$ cat src/rtl/flash_boot_dma.sv
// flash_boot_dma: boot-time loader that streams LEN bytes from the SPI flash
// reader into RAM and holds the CPU in reset until the image is in place.
//
// Bytes are packed little-endian into BPW-byte words. Each finished word goes
// into a small FIFO. The FIFO drains through a valid/ready RAM write port.
// The first cycle after reset release acts as an implicit start.
//
// Optional feature (macro FLASH_BOOT_DMA_CHECKSUM_EN): a 32-bit wrapping byte
// checksum is compared with expected_sum at completion. On a mismatch sum_err
// is raised and done stays low.
//
// Ports:
//   clk, resetn            clock, asynchronous active-low reset
//   start                  one-cycle load request (honoured in IDLE/DONE/ERROR)
//   ram_busy               RAM still initialising; load waits while high
//   flash_start/addr       kick pulse and constant source address to spiflash
//   flash_dout/strb        incoming byte stream (no backpressure)
//   mem_valid/ready/addr/wdata/wstrb   RAM write handshake
//   busy, done, overflow   load status
//   bytes_seen             bytes accepted in the current load
//   checksum, expected_sum, sum_err    only with FLASH_BOOT_DMA_CHECKSUM_EN
module flash_boot_dma #(
    parameter logic [23:0] SRC_ADDR   = 24'h50_0000,
    parameter int unsigned DST_ADDR   = 0,
    parameter int unsigned LEN        = 262144,
    parameter int unsigned BPW        = 4,
    parameter int unsigned FIFO_DEPTH = 4,
    parameter int unsigned ADDR_W     = 23
) (
    input  logic                clk,
    input  logic                resetn,
    input  logic                start,
    input  logic                ram_busy,
    output logic                flash_start,
    output logic [23:0]         flash_addr,
    input  logic [7:0]          flash_dout,
    input  logic                flash_strb,
    output logic                mem_valid,
    input  logic                mem_ready,
    output logic [ADDR_W-1:0]   mem_addr,
    output logic [8*BPW-1:0]    mem_wdata,
    output logic [BPW-1:0]      mem_wstrb,
    output logic                busy,
    output logic                done,
    output logic                overflow,
    output logic [31:0]         bytes_seen
`ifdef FLASH_BOOT_DMA_CHECKSUM_EN
    ,
    input  logic [31:0]         expected_sum,
    output logic [31:0]         checksum,
    output logic                sum_err
`endif
);

    localparam int unsigned PtrW  = $clog2(FIFO_DEPTH);
    localparam int unsigned LaneW = (BPW > 1) ? $clog2(BPW) : 1;
    localparam int unsigned DataW = 8 * BPW;

    typedef enum logic [2:0] {
        StIdle, StWaitRam, StKick, StStream, StDrain, StDone, StError
    } state_e;

    state_e               state_q, state_d;
    logic                 first_q;
    logic                 load_clr;
    logic [31:0]          bytes_q;
    logic [DataW-1:0]     pack_q;
    logic [DataW-1:0]     stage_q;
    logic [BPW-1:0]       stage_strb_q;
    logic                 stage_vld_q;
    logic [DataW-1:0]     fifo_data [FIFO_DEPTH];
    logic [BPW-1:0]       fifo_strb [FIFO_DEPTH];
    logic [PtrW-1:0]      wr_ptr_q, rd_ptr_q;
    logic [PtrW:0]        count_q;
    logic [ADDR_W-1:0]    addr_q;
    logic                 done_q, ovf_q;
`ifdef FLASH_BOOT_DMA_CHECKSUM_EN
    logic [31:0]          sum_q;
    logic                 sum_err_q;
`endif

    logic [LaneW-1:0]     lane;
    logic                 accept, last_byte, word_end;
    logic [DataW-1:0]     word_next;
    logic [BPW-1:0]       strb_next;
    logic                 active, fifo_empty, fifo_full;
    logic                 pop, push_req, push, ovf_evt;

    assign lane       = LaneW'(bytes_q % BPW);
    assign accept     = (state_q == StStream) && flash_strb && (bytes_q < LEN);
    assign last_byte  = (bytes_q == 32'(LEN - 1));
    assign word_end   = (lane == LaneW'(BPW - 1)) || last_byte;

    assign active     = (state_q == StStream) || (state_q == StDrain);
    assign fifo_empty = (count_q == '0);
    assign fifo_full  = (count_q == (PtrW + 1)'(FIFO_DEPTH));
    assign pop        = mem_valid && mem_ready;
    assign push_req   = stage_vld_q && active;
    // A pop in the same cycle frees the slot, so a full FIFO can still accept.
    assign push       = push_req && (!fifo_full || pop);
    assign ovf_evt    = push_req && fifo_full && !pop;

    // Merge the incoming byte into the pack register; lanes fill from 0 upward,
    // so the valid mask of the word in progress is lanes 0..lane.
    always_comb begin
        word_next = pack_q;
        strb_next = '0;
        for (int i = 0; i < BPW; i++) begin
            if (LaneW'(i) == lane) word_next[8*i +: 8] = flash_dout;
            if (LaneW'(i) <= lane) strb_next[i] = 1'b1;
        end
    end

    always_comb begin
        state_d  = state_q;
        load_clr = 1'b0;
        unique case (state_q)
            StIdle: begin
                if (start || first_q) begin
                    state_d  = StWaitRam;
                    load_clr = 1'b1;
                end
            end
            StWaitRam: if (!ram_busy) state_d = StKick;
            StKick:    state_d = StStream;
            StStream:  if (accept && last_byte) state_d = StDrain;
            StDrain:   if (!stage_vld_q && fifo_empty) state_d = StDone;
            StDone, StError: begin
                if (start) begin
                    state_d  = StWaitRam;
                    load_clr = 1'b1;
                end
            end
            default:   state_d = StIdle;
        endcase
        if (ovf_evt) state_d = StError;
    end

    always_ff @(posedge clk or negedge resetn) begin
        if (!resetn) begin
            state_q      <= StIdle;
            first_q      <= 1'b1;
            bytes_q      <= '0;
            pack_q       <= '0;
            stage_q      <= '0;
            stage_strb_q <= '0;
            stage_vld_q  <= 1'b0;
            wr_ptr_q     <= '0;
            rd_ptr_q     <= '0;
            count_q      <= '0;
            addr_q       <= ADDR_W'(DST_ADDR);
            done_q       <= 1'b0;
            ovf_q        <= 1'b0;
`ifdef FLASH_BOOT_DMA_CHECKSUM_EN
            sum_q        <= '0;
            sum_err_q    <= 1'b0;
`endif
        end else begin
            state_q <= state_d;
            first_q <= 1'b0;
            if (load_clr) begin
                bytes_q      <= '0;
                pack_q       <= '0;
                stage_q      <= '0;
                stage_strb_q <= '0;
                stage_vld_q  <= 1'b0;
                wr_ptr_q     <= '0;
                rd_ptr_q     <= '0;
                count_q      <= '0;
                addr_q       <= ADDR_W'(DST_ADDR);
                done_q       <= 1'b0;
                ovf_q        <= 1'b0;
`ifdef FLASH_BOOT_DMA_CHECKSUM_EN
                sum_q        <= '0;
                sum_err_q    <= 1'b0;
`endif
            end else begin
                stage_vld_q <= 1'b0;
                if (accept) begin
                    bytes_q <= bytes_q + 32'd1;
`ifdef FLASH_BOOT_DMA_CHECKSUM_EN
                    sum_q   <= sum_q + 32'(flash_dout);
`endif
                    if (word_end) begin
                        // Finished word waits one cycle in the stage before the FIFO.
                        stage_q      <= word_next;
                        stage_strb_q <= strb_next;
                        stage_vld_q  <= 1'b1;
                        pack_q       <= '0;
                    end else begin
                        pack_q <= word_next;
                    end
                end
                if (push) wr_ptr_q <= wr_ptr_q + PtrW'(1);
                if (pop) begin
                    rd_ptr_q <= rd_ptr_q + PtrW'(1);
                    addr_q   <= addr_q + ADDR_W'(BPW);
                end
                if (push && !pop)      count_q <= count_q + (PtrW + 1)'(1);
                else if (!push && pop) count_q <= count_q - (PtrW + 1)'(1);
                if (ovf_evt) ovf_q <= 1'b1;
                if (state_q == StDone) begin
`ifdef FLASH_BOOT_DMA_CHECKSUM_EN
                    done_q    <= (sum_q == expected_sum);
                    sum_err_q <= (sum_q != expected_sum);
`else
                    done_q    <= 1'b1;
`endif
                end
            end
        end
    end

    // Storage needs no reset: contents are only visible through mem_valid.
    always_ff @(posedge clk) begin
        if (push && !load_clr) begin
            fifo_data[wr_ptr_q] <= stage_q;
            fifo_strb[wr_ptr_q] <= stage_strb_q;
        end
    end

    assign mem_valid   = active && !fifo_empty;
    assign mem_addr    = mem_valid ? addr_q : '0;
    assign mem_wdata   = mem_valid ? fifo_data[rd_ptr_q] : '0;
    assign mem_wstrb   = mem_valid ? fifo_strb[rd_ptr_q] : '0;
    assign flash_start = (state_q == StKick);
    assign flash_addr  = SRC_ADDR;
    assign busy        = (state_q == StWaitRam) || (state_q == StKick) ||
                         (state_q == StStream)  || (state_q == StDrain);
    assign done        = done_q;
    assign overflow    = ovf_q;
    assign bytes_seen  = bytes_q;
`ifdef FLASH_BOOT_DMA_CHECKSUM_EN
    assign checksum    = sum_q;
    assign sum_err     = sum_err_q;
`endif

endmodule

$ cat config.mk
export PLATFORM = sky130hd
export DESIGN_NAME = flash_boot_dma
export DESIGN_NICKNAME = d
export VERILOG_FILES = /design/src/rtl/flash_boot_dma.sv
export SDC_FILE = /design/constraint.sdc
export NUM_CORES = 1
export LEC_CHECK = 0
export CAP_MARGIN = 15
export CELL_PAD_IN_SITES_DETAIL_PLACEMENT = 0
export CELL_PAD_IN_SITES_GLOBAL_PLACEMENT = 1
export CORE_ASPECT_RATIO = 1.4
export CORE_MARGIN = 2
export CORE_UTILIZATION = 45
export DETAILED_ROUTE_END_ITERATION = 16
export PLACE_DENSITY = 0.83
export RECOVER_POWER = 50
export SLEW_MARGIN = 20
export SYNTH_ARGS = -nofsm -noshare
export SYNTH_HDL_FRONTEND = slang
export SYNTH_SLANG_ARGS = --single-unit
$ cat constraint.sdc
create_clock -name clk -period 3.1 [get_ports clk]
set_input_delay 0.62 -clock clk [delete_from_list [all_inputs] [get_ports clk]]
set_output_delay 0.62 -clock clk [all_outputs]
set_load 0.01 [all_outputs]
==> results list <==
- The flow ran to the end, but the final reports show violations.
* Violations in the final reports: DRC, capacitance limit, slew limit
* Combinational Power Share: 32.7%
- Sequential group share of total power: 42.6%
* Y dimension of the die: 195 um
- The synthesized design contains 144 enable-type register cells.
* Global route total overflow: 0
- Metal2 WL: 13,200 um
* Global-route wire length before repair: 38,800 um
- The number of global-route vias before repair is 7,100.
- Maximum fanout along the worst path: 10
* Maxcap violations: 1
* Max VDD drop: 0.000430 V
* Worst path max stage delay: 0.49 ns
- Counting every instance in the synthesized netlist gives 839.
- Signal routing reaches up to met4.
- Worst Clk Skew: 0.0188 ns
* Endpoint required time on the critical path: 2.48 ns
- Endpoint kind of the worst setup timing path: output port
* Commonest cells in the synthesized netlist: sky130_fd_sc_hd__edfxtp_1, sky130_fd_sc_hd__dfrtp_1, sky130_fd_sc_hd__and2_1, sky130_fd_sc_hd__nor2_1, sky130_fd_sc_hd__nand3_1
* # DRC: 9
- Share of total power consumed by net switching: 30.3%
* Initial DRT Pass Iterations: 10
- The final-report hold violation count was 0.
* Pin count of the biggest net entering global routing: 66
- Counting distinct cell types in the post-synthesis netlist gives 55.
- After detailed routing, the wire length on met1 is 10,100 um.
- I/O Buffers: 107
- After synthesis, the largest area contributor takes up 37.0% of total cell area.
- Counting tap cells, the placed design contains a total of 1,242 instances.
- Dividing the detail-routed via count by the number of cells gives 5.43.
* Flip-flop cell with the highest count after synthesis: sky130_fd_sc_hd__edfxtp_1
* Most common cell in the netlist: sky130_fd_sc_hd__edfxtp_1
- In this run the most critical hold path is launched from pack_q[3]$_DFFE_PN0P_.
* Routed vias: 7,024
* Async set or reset register ratio after synthesis: 46.9%
- Width of the die: 140 um
- After synthesis the netlist holds a flip-flop and latch count of 271.
* Synthesized area divided by synthesized cell count: 13.9 um2
- Max Transition Viols Final: 38
* Global routing usage summed across all routing layers: 17.8%
- The finished layout holds 1,293 standard cells, fillers aside.
* Startpoint of the worst setup timing path: rd_ptr_q[0]$_DFFE_PN0P_
- After clock tree synthesis, the clock-pin slew on the worst setup and hold paths is 0.07 ns.
- The internal power of the cells totals 8580 uW.
- The biggest area contributor in the post-synthesis netlist is sky130_fd_sc_hd__edfxtp_1.
- Growth of design area from synthesis to finish: 21.2%
- Number of placement rows: 69
- Routability-driven placement finished with a final weighted congestion of 0.776.
- Floorplan core area: 0.0255 mm2
- Antenna violations before repair: 0
- Seq/Total Area, Yosys: 64.2%
- Summing every instance area after synthesis gives 0.0117 mm2.
* Leakage power of the design: 0.00583 uW
- The tree is rooted in a sky130_fd_sc_hd__clkbuf_16.
- Cell-by-cell listing of the critical path: buf_12 -> clkbuf_16 -> mux4_2 -> and2_1 -> clkdlybuf4s50_1
* Final routed wire length divided by cell count: 19.2 um
- Setup violations remaining at the end of the flow were counted as 0.
- For this design the top-level I/O count stands at 134.
- Summing internal, switching and leakage power gives 12,300 uW.
- At the pin with the least slew margin, the transition time is 2.35 ns.
- By area the synthesized netlist is led by sky130_fd_sc_hd__edfxtp_1, sky130_fd_sc_hd__dfrtp_1, sky130_fd_sc_hd__mux4_2.
* Number of nets in the layout: 981
- Sink Count: 271
- Of the cells placed in the final design, the portion with a size suffix greater than 1 is 13.0%.
- Post-route setup TNS: 0 ns
- The share of total power dissipated in the clock network is 24.7%.
- The worst pin sits at a relative slew slack of -56.8%.
- In this run the remaining antenna-violating nets after routing total 0.
- Number of levels in the clock H-tree: 1
- DIE AREA: 0.0273 mm2
* Kind of start point of the critical path: flip-flop
* PD cells: 870 mW/mm2
- CP Class: reg -> out
* Initial core utilization: 45.9%
- Summed over all nets, the switching power comes to 3740 uW.
- The startpoint identified for the worst register-to-register timing path is state_q[0]$_DFFE_PN0P_.
- Critical-path cell with the highest stage delay: sky130_fd_sc_hd__mux4_2
- The clock reaches the later pin of the worst-skew pair after 0.52 ns.
* Clock tree from TritonCTS: done
* Min cycle time layout: 3.02 ns
- In this run the cell area measured after placement is 0.0132 mm2.
- After the first detailed-routing iteration, the DRC count stood at 454.
* Met3 wire length: 1110 um
- Once detailed placement completed, the half-perimeter wirelength came to 15,500 um.
- TritonCTS created 24 clock buffers.
- The final critical path takes up 97.4% of the cycle.
- 0 antenna diodes ended up in the layout.
- Largest delay contributor family on the critical path: buffers and inverters
- No sink is reached through more buffers than the 3 on the longest clock path.
* Data arrival time at the worst-slack endpoint: 2.40 ns
- Final cell area excluding filler cells: 0.0142 mm2
- Fmax: 331 MHz
* CTS hold repair buffers: 0
* Min-delay worst type: reg -> reg
* Final Routed Wirelength: 24,800 um
- Critical path buffer and inverter count: 3
- Yosys warnings: 0
[cell usage in the layout (no fill, tap or decap), types with 4 or more instances in the layout]
cell,Yosys,layout
sky130_fd_sc_hd__a32o_1,24,24
sky130_fd_sc_hd__and2_1,62,62
sky130_fd_sc_hd__and3_1,15,15
sky130_fd_sc_hd__and4_1,4,4
sky130_fd_sc_hd__buf_12,0,11
sky130_fd_sc_hd__buf_4,26,14
sky130_fd_sc_hd__clkbuf_1,35,9
sky130_fd_sc_hd__clkbuf_16,0,28
sky130_fd_sc_hd__clkdlybuf4s50_1,0,74
sky130_fd_sc_hd__clkinv_1,0,4
sky130_fd_sc_hd__conb_1,2,27
sky130_fd_sc_hd__dfrtp_1,126,123
sky130_fd_sc_hd__dlygate4sd3_1,0,10
sky130_fd_sc_hd__dlymetal6s2s_1,0,22
sky130_fd_sc_hd__edfxtp_1,144,144
sky130_fd_sc_hd__ha_1,10,10
sky130_fd_sc_hd__inv_1,11,10
sky130_fd_sc_hd__mux2i_1,28,28
sky130_fd_sc_hd__mux4_2,36,36
sky130_fd_sc_hd__nand2_1,42,42
sky130_fd_sc_hd__nand3_1,50,49
sky130_fd_sc_hd__nand4_1,12,12
sky130_fd_sc_hd__nor2_1,54,54
sky130_fd_sc_hd__nor3_1,14,14
sky130_fd_sc_hd__nor4_1,9,9
sky130_fd_sc_hd__o21ai_0,33,33
sky130_fd_sc_hd__o31ai_1,4,4
sky130_fd_sc_hd__xnor2_1,20,20
sky130_fd_sc_hd__xor2_1,19,19
[worst reg2reg max path: stages (launching register included)]
cell and delay [ns]:
sky130_fd_sc_hd__dfrtp_1 0.42, sky130_fd_sc_hd__clkbuf_1 0.47, sky130_fd_sc_hd__nand3b_2 0.38, sky130_fd_sc_hd__a21o_1 0.32, sky130_fd_sc_hd__a41oi_2 0.39, sky130_fd_sc_hd__and2_1 0.24, sky130_fd_sc_hd__buf_12 0.25
[routing by layer]
metal / track usage [%] / up-vias
met1: 22.3 / 3564
li1: - / 3261
met3: 2.71 / 32
met5: 0 / -
met4: 4.41 / 0
met2: 32.2 / 167
[flip-flops by register name (all words and copies together), names as in the netlist]
register,count
bytes_seen,32
pack_q,24
state_q,3
fifo_strb,16
count_q,3
stage_q,32
done,1
rd_ptr_q,2
wr_ptr_q,2
fifo_data,128
overflow,1
stage_strb_q,4
first_q,1
stage_vld_q,1
addr_q,21
[path summary, 6_finish.rpt]
kind	endpoint	slack, ns	depth (start not counted)
hold / removal	pack_q[3]$_DFFE_PN0P_	0.49	1
max in group asynchronous	count_q[0]$_DFFE_PN0P_	0.77	1
min in group asynchronous	addr_q[12]$_DFFE_PN0P_	0.82	1
setup / recovery	mem_wdata[4]	0.08	5
hold reg to reg	pack_q[3]$_DFFE_PN0P_	0.49	1
setup reg to reg	fifo_data[0][11]$_DFFE_PP_	0.27	6
[power groups by stage]
| stage | Clock [uW] | Sequential [uW] | Combinational [uW] |
|---|---|---|---|
| CTS | 3100 | 5240 | 3930 |
| detailed placement | 0 | 5310 | 3920 |
| finish | 3050 | 5240 | 4030 |
| floorplan | 0 | 5100 | 2370 |
| global route | 3260 | 5340 | 4400 |
| global placement | 0 | 5250 | 3860 |
[metrics by stage]
stage	setup WS [ns]	hold WS, ns	util, %
finish	0.0803	0.493	55.6
global route	-0.00934	0.507	55.6
CTS	0.0211	0.104	55.0
detailed placement	0.304	0.481	51.7
global placement	0.316	0.472	51.7
floorplan	0.294	0.324	-
[logic make-up after synthesis]
kind of cell    Yosys count  share of synthesized area (%)
compound gates           82                           5.55
fa+ha+maj                11                           1.24
simple gates            283                           12.8
xor+xnor                 39                           2.92
mux                      64                           9.34
other cells               2                         0.0643
flops                   271                           64.2
buf+inv                  87                           3.83
[area by class of cell]
| type | instances | area (um2) |
|---|---|---|
| Tap cell | 319 | 399 |
| Multi-Input combinational cell | 506 | 3850 |
| Clock inverter | 15 | 164 |
| Clock buffer | 29 | 651 |
| Timing Repair Buffer | 142 | 1550 |
| Fill cell | 2049 | 11300 |
| Inverter | 11 | 41.3 |
| Sequential cell | 271 | 7510 |
[what timing repair did]
item / CTS / global route
setup buffers: 0 / 4
gates resized for setup: 2 / 27
cloned: 0 / 3
endpoints found under the setup margin: 57 / 57
endpoints found under the hold margin: 0 / 0
Note: power is estimated with default switching activity, not from simulation.
